[config.mk]
export PLATFORM = sky130hd
export DESIGN_NAME = lsu_seq
export DESIGN_NICKNAME = d
export VERILOG_FILES = /design/src/rtl/lsu_seq.sv
export SDC_FILE = /design/constraint.sdc
export NUM_CORES = 1
export LEC_CHECK = 0
export ABC_CLOCK_PERIOD_IN_PS = 2920
export BUFFER_PORTS_ARGS = -buffer_cell sky130_fd_sc_hd__buf_2
export CAP_MARGIN = 40
export CORE_UTILIZATION = 49
export CTS_CLUSTER_SIZE = 10
export DETAILED_ROUTE_END_ITERATION = 6
export PLACE_DENSITY_LB_ADDON = 0.1
export SYNTH_ARGS = -nofsm -noshare
export SYNTH_HDL_FRONTEND = slang
export SYNTH_SLANG_ARGS = --single-unit
[constraint.sdc]
create_clock -name clk -period 2.92 [get_ports clk]
set_clock_uncertainty 0.2 [all_clocks]
set_input_delay 0.584 -clock clk [delete_from_list [all_inputs] [get_ports clk]]
set_output_delay 0.584 -clock clk [all_outputs]
set_load 0.02 [all_outputs]
[src/rtl/lsu_seq.sv]
// rtl/lsu_seq.sv - sequential load/store unit with a request/acknowledge memory port and timeout
// IDLE accepts one instruction, REQ holds the memory request, RESP reports completion for one cycle.
module lsu_seq #(
   parameter int DATA_W     = 8,
   parameter int REG_COUNT  = 4,
   parameter int ADDR_W     = 11,
   parameter int MEM_ADDR_W = 16,
   parameter int INSTR_W    = 16,
   parameter int TIMEOUT    = 15,
   parameter int REG_SEL_W  = (REG_COUNT > 1) ? $clog2(REG_COUNT) : 1
) (
   input  logic                  clk,
   input  logic                  rst_n,
   input  logic                  instr_valid,
   output logic                  instr_ready,
   input  logic [INSTR_W-1:0]    instruction,
   output logic [REG_SEL_W-1:0]  reg_raddr,
   input  logic [DATA_W-1:0]     reg_rdata,
   output logic                  reg_we,
   output logic [REG_SEL_W-1:0]  reg_waddr,
   output logic [DATA_W-1:0]     reg_wdata,
   output logic                  mem_en,
   output logic                  mem_we,
   output logic [MEM_ADDR_W-1:0] mem_addr,
   output logic [DATA_W-1:0]     mem_wdata,
   input  logic [DATA_W-1:0]     mem_rdata,
   input  logic                  mem_ready,
   output logic                  busy,
   output logic                  done,
   output logic                  error
);

   localparam int CNT_W = (TIMEOUT > 1) ? $clog2(TIMEOUT + 1) : 1;
   localparam logic [CNT_W-1:0] CNT_LAST = (TIMEOUT > 0) ? CNT_W'(TIMEOUT - 1) : '0;

   localparam logic [1:0] ST_IDLE = 2'd0;
   localparam logic [1:0] ST_REQ  = 2'd1;
   localparam logic [1:0] ST_RESP = 2'd2;

   localparam logic [1:0] CLASS_LSU = 2'b01;

   logic [1:0]            state_q, state_d;
   logic [CNT_W-1:0]      cnt_q, cnt_d;
   logic                  mem_en_q, mem_en_d;
   logic                  mem_we_q, mem_we_d;
   logic [MEM_ADDR_W-1:0] mem_addr_q, mem_addr_d;
   logic [DATA_W-1:0]     mem_wdata_q, mem_wdata_d;
   logic                  reg_we_q, reg_we_d;
   logic [REG_SEL_W-1:0]  reg_waddr_q, reg_waddr_d;
   logic [DATA_W-1:0]     reg_wdata_q, reg_wdata_d;
   logic                  done_q, done_d;
   logic                  error_q, error_d;

   logic [1:0]            instr_class;
   logic                  instr_store;
   logic [REG_SEL_W-1:0]  instr_reg;
   logic [ADDR_W-1:0]     instr_addr;

   assign instr_class = instruction[INSTR_W-1 -: 2];
   assign instr_store = instruction[INSTR_W-3];
   assign instr_reg   = instruction[ADDR_W +: REG_SEL_W];
   assign instr_addr  = instruction[ADDR_W-1:0];

   assign reg_raddr   = instr_reg;
   assign instr_ready = (state_q == ST_IDLE);
   assign busy        = (state_q != ST_IDLE);

   always_comb begin
      state_d     = state_q;
      cnt_d       = cnt_q;
      mem_en_d    = mem_en_q;
      mem_we_d    = mem_we_q;
      mem_addr_d  = mem_addr_q;
      mem_wdata_d = mem_wdata_q;
      reg_waddr_d = reg_waddr_q;
      reg_wdata_d = reg_wdata_q;
      reg_we_d    = 1'b0;
      done_d      = 1'b0;
      error_d     = 1'b0;

      case (state_q)
         ST_IDLE: begin
            // Non-LSU classes are consumed silently; only class 01 starts a request.
            if (instr_valid && instr_class == CLASS_LSU) begin
               state_d     = ST_REQ;
               cnt_d       = '0;
               mem_en_d    = 1'b1;
               mem_we_d    = instr_store;
               mem_addr_d  = MEM_ADDR_W'(instr_addr);
               reg_waddr_d = instr_reg;
               if (instr_store) begin
                  mem_wdata_d = reg_rdata;
               end
            end
         end
         ST_REQ: begin
            cnt_d = cnt_q + 1'b1;
            // An acknowledge on the final counted cycle still completes normally.
            if (mem_ready) begin
               state_d  = ST_RESP;
               mem_en_d = 1'b0;
               mem_we_d = 1'b0;
               done_d   = 1'b1;
               if (!mem_we_q) begin
                  reg_wdata_d = mem_rdata;
                  reg_we_d    = 1'b1;
               end
            end else if (TIMEOUT > 0 && cnt_q == CNT_LAST) begin
               state_d  = ST_IDLE;
               mem_en_d = 1'b0;
               mem_we_d = 1'b0;
               error_d  = 1'b1;
            end
         end
         ST_RESP: begin
            state_d = ST_IDLE;
         end
         default: begin
            state_d = ST_IDLE;
         end
      endcase
   end

   always_ff @(posedge clk or negedge rst_n) begin
      if (!rst_n) begin
         state_q     <= ST_IDLE;
         cnt_q       <= '0;
         mem_en_q    <= 1'b0;
         mem_we_q    <= 1'b0;
         mem_addr_q  <= '0;
         mem_wdata_q <= '0;
         reg_we_q    <= 1'b0;
         reg_waddr_q <= '0;
         reg_wdata_q <= '0;
         done_q      <= 1'b0;
         error_q     <= 1'b0;
      end else begin
         state_q     <= state_d;
         cnt_q       <= cnt_d;
         mem_en_q    <= mem_en_d;
         mem_we_q    <= mem_we_d;
         mem_addr_q  <= mem_addr_d;
         mem_wdata_q <= mem_wdata_d;
         reg_we_q    <= reg_we_d;
         reg_waddr_q <= reg_waddr_d;
         reg_wdata_q <= reg_wdata_d;
         done_q      <= done_d;
         error_q     <= error_d;
      end
   end

   assign mem_en    = mem_en_q;
   assign mem_we    = mem_we_q;
   assign mem_addr  = mem_addr_q;
   assign mem_wdata = mem_wdata_q;
   assign reg_we    = reg_we_q;
   assign reg_waddr = reg_waddr_q;
   assign reg_wdata = reg_wdata_q;
   assign done      = done_q;
   assign error     = error_q;

endmodule

==> results.tsv, run 1 <==
metric	value	unit
outcome	completed	
static leakage	1.06	nW
via count of the routed design	1153	
crit path buf inv count	1	
CP endpoint kind	output pin	
effective utilization at floorplan	0.528	
endpoints failing hold	0	
Critical Path AT	1.38	ns
ranking of synthesized cells by area	dfrtp_1 61%, mux2_2 21%, buf_4 3.2%	
Slew Limit Fails	0	
Setup TNS Final	0	ns
sequential cell area fraction in the yosys report	0.611	
Storage cell area	1000	sq um
post-layout minimum cycle time	2.17	ns
Pre-antenna DRT Iters	2	
Pwr Density	787	nW/um^2
non-filler cells, final	232	
DR WL/cell	12.3	um
Yosys cell types	31	
number of synthesized flops with an enable pin	0	
RSZ-0062 raised after global routing	false	
CP max stage delay	0.43	ns
latest clock arrival within the worst-skew pair	0.33	ns
drc violations	0	
synthesized area	1640	sq um
# diodes	0	
Critical-path top delay cell	dfrtp_1	
Port Buffers	73	
Syn Area/Cell	14.4	sq um
worst-path cell chain	nor2_1 -> buf_2	
Fillers	279	
Setup Viol. Count Final	0	
worst min-delay path class	input pin to async pin	
Max VDD drop	0.407	mV
top post-synthesis cells by count	40 x dfrtp_1, 30 x mux2_2, 7 x buf_4	
Max FO, Critical Path	6	
hold slack	0.133	ns
Tot Pwr	0.00161	W
largest net degree at the start of global routing	41	
HPWL Detailed	2.19	mm
YS warnings	0	
H-tree levels	2	
Core Region	3100	sq um
slew margin rel.	0.446	
crit path launch type	flip-flop	
first-pass GRT wire length	4.49	mm
post-layout util	0.661	
Worst EP required	2.14	ns
Clock Path Buffers	2	
critical path's top delay family	flip-flops	
top-area cell type share of the netlist area	0.611	
Max Clk Rate	461	MHz
Post CTS Setup Buffer Count	0	
Worst-Margin Slew	0.830	ns
vias per std cell	4.97	
root buffer cell	clkbuf_4	
I/O pin total	79	
CP Class	flip-flop to output pin	
WL final	2.86	mm
P&R area growth vs syn	25.2	%
die height	59.8	um
share of cells above drive strength 1	0.601	
GRT met2 Usage	0.319	
initial drt markers	12	
global routing's busiest layer	met2	
placed cells	225	
Num CTS Buffers	5	
Hold-fix buffers, CTS	0	
gpl congestion	0.710	
Synth Instances	114	
Yosys reg bits	40	
top-count cell post-synth	dfrtp_1	
final layout net count	226	
DRT antenna net count	0	
vias in the first global route	1083	
post-CTS sizing	0	
max cap viols	0	
fin crit share	0.743	
chip width	59.8	um
total grt overflow	0	
row count	20	
Total GRT Usage	0.178	
met1 usage	0.174	
fraction of registers with async set or reset after synthesis	1.00	
initial antenna violation count	0	
CTS tree	done	
multi-input gate area in the final layout	568	sq um
die area	3580	sq um
post-synth top area cell	dfrtp_1	
dominant synthesized flop cell	dfrtp_1	
clk sinks	40	
Worst-path clk slew	0.11	ns
met3 Track Usage GR	0.0693	
worst reg2reg max path, delay by kind of cell, from the launching register on:
kind	cells	cell delay [ns]
flops	1	0.43
mux	1	0.39
simple gates	2	0.73
cell usage in the layout, fill, tap and decap left out, types with 2 or more instances in the layout:
master	synthesis	final
nor3_1	2	2
buf_2	1	73
clkbuf_4	0	5
ha_1	2	2
inv_1	3	3
nand3_1	3	3
conb_1	1	5
dfrtp_1	40	40
nand2_1	2	2
nor2_1	3	3
mux2_2	30	30
final cells by class:
class                           count  area share
Sequential cell                    40       0.488
Timing Repair Buffer               73       0.178
Clock inverter                      2     0.00610
Multi-Input combinational cell     65       0.277
Inverter                            3     0.00549
Tap cell                           44      0.0268
Clock buffer                        5      0.0183
per-layer routing:
layer | share of wire | vias to the layer above
li1 | - | 534
met1 | 0.38 | 559
met2 | 0.51 | 52
met3 | 0.078 | 8
met4 | 0.027 | 0
met5 | 0 | -
report_power, final:
| group | switching, W | total (W) | internal [W] |
|---|---|---|---|
| Clock | 0.000162 | 0.000249 | 0.0000877 |
| Combinational | 0.000325 | 0.000564 | 0.000239 |
| Sequential | 0.0000902 | 0.000800 | 0.000710 |
| Total | 0.000577 | 0.00161 | 0.00104 |
per-stage QoR:
step / setup slack [ns] / instance area (sq um)
final: 0.751 / 2050
after CTS: 0.717 / 2050
after floorplan: 0.991 / 1650
after global routing: 0.625 / 2050
after detailed placement: 0.953 / 2000
after global placement: 1.00 / 2000
sequential cells by signal, summed over array words and instances (netlist names):
signal and cells:
cnt_q 4, error 1, state_q 2, reg_wdata 8
done 1, mem_wdata 8, reg_waddr 2, reg_we 1
mem_addr 11, mem_en 1, mem_we 1
cells by family (layout without fill, tap and decap cells):
logic type,Yosys count,count (layout),share of synthesized area
XOR/XNOR,1,1,0.00535
adder cells (fa/ha/maj),2,2,0.0153
multiplexers,30,30,0.206
buffers and inverters,13,83,0.0512
flip-flops,40,40,0.611
AO/OA/AOI/OAI,8,8,0.0367
AND/OR/NAND/NOR,19,19,0.0718
other,1,5,0.00229
worst paths after layout:
check | start | depth (start not counted) | end | slack, ns
setup / recovery | state_q[0] | 2 | instr_ready | 0.75
hold / removal | rst_n | 1 | cnt_q[3] | 0.13
hold reg to reg | mem_wdata[1] | 1 | mem_wdata[1] | 0.31
max in group asynchronous | rst_n | 1 | reg_wdata[1] | 1.86
min in group clk | mem_ready | 2 | error | 0.22
setup reg to reg | state_q[1] | 3 | reg_wdata[7] | 1.07
Note: power is estimated with default switching activity, not from simulation.
==> run 2, diff against run 1 <==
ABC_CLOCK_PERIOD_IN_PS = 1800   (was 2920)
CORE_UTILIZATION = 41   (was 49)
clock period = 1.8 ns   (was 2.92 ns; I/O delays follow)
==> run 2 against run 1 <==
  * Power up 72%
  * Routed wire length grew 9.4%
  * First-iteration DRC count grew to 3.1 times the previous value
  * Setup slack got worse by 0.66 ns
  * Register-to-register slack worse by 0.97 ns
  * Non-clock buffer count grew 4
  * Die area grew 19%
  * Utilization decreased by 9.0 points
  * Global-route usage down 2.5 points
  * Flip-flop and latch count unchanged
  * Cell count is 3.4% higher
  * Combinational power up 65%
==> results.tsv, run 2 (synthesis results as in run 1) <==
metric	value	unit	change
total grt overflow	0		unchanged
die area	4250	sq um	+19%
Max Clk Rate	587	MHz	
Fillers	328		+18%
Worst Hold Path EP	error		
Num CTS Buffers	5		unchanged
CP endpoint kind	flip-flop		
Switch Pwr	0.000951	W	+65%
vias in the first global route	1149		+6.1%
DR WL/cell	13.0	um	+5.8%
Critical-path top delay cell	dfrtp_1		
worst r2r src	state_q[1]		
CP max stage delay	0.45	ns	+0.02 ns
non-filler cells, final	240		+3.4%
initial drt markers	37		+25
vias per std cell	4.90		-1.3%
hold_sp	mem_ready		
Max FO, Critical Path	9		+3
crit path from	state_q[1]		
post-layout minimum cycle time	1.70	ns	
first-pass GRT wire length	4.93	mm	+10%
Slew Limit Fails	0		unchanged
initial antenna violation count	0		unchanged
worst-path cell chain	nand2b_1 -> nor3_4 -> mux2_2		
Core Region	3740	sq um	+21%
Critical Path AT	1.67	ns	+0.29 ns
drc violations	0		unchanged
commonest non-fill, non-tap cell in the layout	buf_2		
pre-CTS setup slack	0.0622	ns	-0.891 ns
Sequential Power Share	0.470		-0.026
placed cells	232		+3.1%
Tot Pwr	0.00277	W	+72%
outcome	completed		
largest net degree at the start of global routing	22		-46%
switching part of the total	0.344		-0.0138
crit path launch type	flip-flop		
Max VDD drop	0.924	mV	+130%
CTS tree	done		
worst r2r dst	reg_wdata[2]		
Total GRT Usage	0.154		-0.0250
Post CTS Setup Buffer Count	0		unchanged
gpl congestion	0.771		+8.6%
crit path buf inv count	0		-1
static leakage	1.10	nW	+3.7%
Storage cell area	1000	sq um	unchanged
final layout net count	230		+1.8%
Clock Path Buffers	2		unchanged
Pwr Density	1300	nW/um^2	+65%
most frequent cells in the layout	73 x buf_2, 40 x dfrtp_1, 30 x mux2_2, 5 x conb_1, 5 x clkbuf_8		
row count	22		+10%
max cap viols	0		unchanged
worst min-delay path class	input pin to flip-flop		
latest clock arrival within the worst-skew pair	0.28	ns	-0.05 ns
clk sinks	40		unchanged
P_int	0.00182	W	+75%
Largest register FFs	11		unchanged
Worst EP required	1.76	ns	-0.38 ns
r2r worst-path depth	3		unchanged
Pre-antenna DRT Iters	4		+2
Worst-path clk slew	0.07	ns	-0.04 ns
die height	65.2	um	+9.0%
H-tree levels	2		unchanged
Setup Viol. Count Final	0		unchanged
DRT antenna net count	0		unchanged
critical path's top delay family	simple AND/OR/NAND/NOR gates		
fin crit share	0.947		
root buffer cell	clkbuf_8		
endpoints failing hold	0		unchanged
multi-input gate area in the final layout	576	sq um	+1.3%
chip width	65.2	um	+9.0%
P&R area growth vs syn	30.4	%	
FF-to-FF setup slack	0.1	ns	-0.97 ns
effective utilization at floorplan	0.438		-0.0903
WL final	3.13	mm	+9.4%
HPWL Detailed	2.44	mm	+11%
setup slack after layout	0.0952	ns	-0.656 ns
I/O pin total	79		unchanged
share of cells above drive strength 1	0.604		+0.00310
Port Buffers	73		unchanged
CP Class	flip-flop to flip-flop		
Clk pwr share	0.194		+0.039
# diodes	0		unchanged
Comb pwr share	0.336		-0.014
via count of the routed design	1177		+2.1%
Hold Path Depth	2		
## run 2: per-layer routing
metal  GRT usage  vias to the layer above  wire, um
met4      0.0571                        0        31
met3      0.0469                        5       200
li1            -                      544         -
met2       0.272                       43      1630
met1       0.172                      585      1270
met5           0                        -         0
## run 2: final cells by class
| cell class | instances | share of cell area |
|---|---|---|
| flip-flops and latches | 40 | 0.469 |
| multi-input cells | 65 | 0.269 |
| repair buffers | 77 | 0.192 |
| clock buffers | 6 | 0.0340 |
| well taps | 48 | 0.0281 |
| inverters | 3 | 0.00527 |
| clock inverters | 1 | 0.00234 |
## run 2: power groups by stage
stage                     registers [W]  clock network (W)  logic [W]
after floorplan                 0.00159                  0   0.000316
after global placement          0.00130                  0   0.000921
after detailed placement        0.00132                  0   0.000940
after CTS                       0.00130           0.000563   0.000943
after global routing            0.00134           0.000594    0.00100
final                           0.00130           0.000537   0.000929
## run 2: worst max-delay path by stage
stage	end	slack [ns]	cells past startpoint
finish	reg_wdata[2]	0.1	3
global route	reg_wdata[7]	-0.001	3
CTS	instr_ready	0.03	2
detailed placement	mem_addr[6]	0.06	4
global placement	mem_wdata[4]	0.10	4
floorplan	reg_wdata[0]	0.14	4
## run 2: timing repair
action | in CTS | in global routing
setup endpoints to repair | 0 | 2
resized for setup | 0 | 1
endpoints found under the hold margin | 19 | 0
hold buffers | 1 | 0
## run 2: metrics by stage
step                      area, sq um  utilization  hold WS (ns)  TNS (ns)
after global routing             2140        0.571        0.0896  -0.00131
after floorplan                  1660            -        -0.136         0
final                            2140        0.571        0.0851         0
after global placement           2040        0.546         0.131         0
after CTS                        2130        0.569        0.0706         0
after detailed placement         2040        0.546         0.148         0
==> run 3, diff against run 2 <==
--- a/config.mk
+++ b/config.mk
@@ -6,8 +6,8 @@
 export NUM_CORES = 1
 export LEC_CHECK = 0
-export ABC_CLOCK_PERIOD_IN_PS = 1800
+export ABC_CLOCK_PERIOD_IN_PS = 1700
 export BUFFER_PORTS_ARGS = -buffer_cell sky130_fd_sc_hd__buf_2
 export CAP_MARGIN = 40
-export CORE_UTILIZATION = 41
+export CORE_UTILIZATION = 45
 export CTS_CLUSTER_SIZE = 10
 export DETAILED_ROUTE_END_ITERATION = 6
==> constraint.sdc (replaced) <==
create_clock -name clk -period 1.7 [get_ports clk]
set_clock_uncertainty 0.2 [all_clocks]
set_input_delay 0.34 -clock clk [delete_from_list [all_inputs] [get_ports clk]]
set_output_delay 0.34 -clock clk [all_outputs]
set_load 0.1 [all_outputs]
==> run 3 against run 2 <==
  * The run now ends with negative setup slack left
  * Critical path depth unchanged
  * Via count up 12%
  * Worst hold slack worse by 0.048 ns
  * Clock-buffer cell count down 1
  * Power up 75%
  * Global-route usage up 5.1 points
  * Flip-flop and latch count unchanged
  * First-iteration DRC count up 27%
  * Cell count up 14%
  * Sequential power up 7%
  * Utilization up 20 points
==> results.tsv, run 3 (synthesis results as in run 1) <==
metric	value	unit	change
H-tree levels	2		unchanged
# diodes	0		unchanged
DRT antenna net count	0		unchanged
total grt overflow	0		unchanged
CP Class	flip-flop to output pin		
Pre-antenna DRT Iters	4		unchanged
fin crit share	1.04		
gpl congestion	0.764		-0.96%
root buffer cell	clkbuf_4		
hold slack	0.0373	ns	-0.0478 ns
worst min-delay path class	input pin to flip-flop		
Slew Limit Fails	0		unchanged
Pwr Density	1830	nW/um^2	+41%
post-layout minimum cycle time	1.76	ns	
most frequent cells in the layout	37 x dfrtp_1, 35 x buf_2, 30 x mux2_2, 28 x dlygate4sd3_1, 25 x buf_4		
Setup Viol. Count Final	10		+10
via count of the routed design	1313		+12%
Max Clk Rate	567	MHz	
CP endpoint kind	output pin		
Storage cell area	1000	sq um	+0.37%
first-pass GRT wire length	6.06	mm	+23%
RSZ-0062 raised after global routing	true		
drc violations	0		unchanged
effective utilization at floorplan	0.479		+0.0420
die height	62.3	um	-4.4%
multi-input gate area in the final layout	588	sq um	+2.2%
Clock Path Buffers	2		unchanged
Fillers	215		-34%
outcome	complete, but fails checks		
Max FO, Critical Path	4		-5
vias in the first global route	1343		+17%
HPWL Detailed	2.48	mm	+1.6%
DR WL/cell	13.6	um	+3.9%
commonest non-fill, non-tap cell in the layout	dfrtp_1		
max cap viols	0		unchanged
WL final	3.70	mm	+18%
final layout net count	264		+15%
chip width	62.3	um	-4.4%
latest clock arrival within the worst-skew pair	0.35	ns	+0.07 ns
vias per std cell	4.81		-1.9%
endpoints failing hold	0		unchanged
Worst-path clk slew	0.12	ns	+0.05 ns
die area	3890	sq um	-8.6%
I/O pin total	79		unchanged
Max VDD drop	1.52	mV	+65%
initial antenna violation count	0		unchanged
crit path launch type	flip-flop		
share of cells above drive strength 1	0.564		-0.0403
Core Region	3420	sq um	-8.8%
Port Buffers	73		unchanged
Largest register FFs	11		unchanged
row count	21		-4.5%
largest net degree at the start of global routing	27		+23%
clk sinks	40		unchanged
Tot Pwr	0.00484	W	+75%
CTS tree	done		
Total GRT Usage	0.204		+0.0510
Critical Path AT	1.22	ns	-0.45 ns
Worst EP required	1.16	ns	-0.60 ns
P&R area growth vs syn	61.2	%	
Num CTS Buffers	5		unchanged
setup slack after layout	-0.0637	ns	-0.159 ns
static leakage	1.29	nW	+18%
violated checks	negative setup slack		
initial drt markers	47		+27%
-- run 3: changes by cell type in the layout (fill, tap and decap cells not counted), moves of 3 or more --
cell and delta:
buf_4 +23, clkbuf_8 -5, buf_2 -38, dlygate4sd3_1 +27
buf_12 +5, clkbuf_4 +21, dfrtp_2 +3, dfrtp_1 -3
-- run 3: what timing repair did --
item,4_1_cts,5_1_grt
hold endpoints to repair,59,8
resized for setup,20,19
hold buffers,20,8
pin swaps,1,1
buffers inserted,2,2
endpoints found under the setup margin,20,26
-- run 3: worst max-delay path, stage by stage, from the launching register on --
cell	delay (ns)
dfrtp_2	0.46
nor2_4	0.14
buf_6	0.11
buf_12	0.16
-- run 3: through the flow --
stage	utilization	setup WS [ns]	TNS (ns)	instance area (sq um)	cells
2_1_floorplan	-	-0.437	-5.18	1660	118
3_3_place_gp	0.627	0.0710	0	2140	233
3_5_place_dp	0.627	0.0369	0	2140	233
4_1_cts	0.729	-0.0711	-0.397	2490	263
5_1_grt	0.773	-0.119	-0.781	2640	273
6_report	0.773	-0.0637	-0.394	2640	273
-- run 3: path summary, 6_finish.rpt --
kind                                      to  slack, ns         start  cells after the start
max in group asynchronous         state_q[0]       0.62         rst_n                      3
worst min register to register  reg_wdata[2]       0.32  reg_wdata[2]                      1
worst max register to register  reg_wdata[5]      -0.05    state_q[1]                      5
worst min-delay path            reg_wdata[5]       0.04  mem_rdata[5]                      2
worst max-delay path             instr_ready      -0.06    state_q[0]                      3
min in group asynchronous         state_q[1]       0.22         rst_n                      2
-- run 3: area by class of cell --
type	count	area share
clock inverter	3	0.0175
sequential	40	0.381
tap	46	0.0218
clock buffer	5	0.0142
inverter	3	0.00427
multi-input combinational	65	0.223
timing repair buffer	111	0.339
-- run 3: metal layers --
metal,share of wire,wire (um),track usage,vias to the layer above
li1,-,-,-,613
met1,0.38,1420,0.218,638
met2,0.55,2020,0.375,58
met3,0.059,218,0.0680,4
met4,0.0097,36,0.0698,0
met5,0,0,0,-
-- run 3: power by group --
part           switching (W)  internal [W]  total, W
Sequential          0.000171       0.00122   0.00139
Clock               0.000321      0.000314  0.000635
Combinational        0.00217      0.000642   0.00281
Total                0.00266       0.00218   0.00484
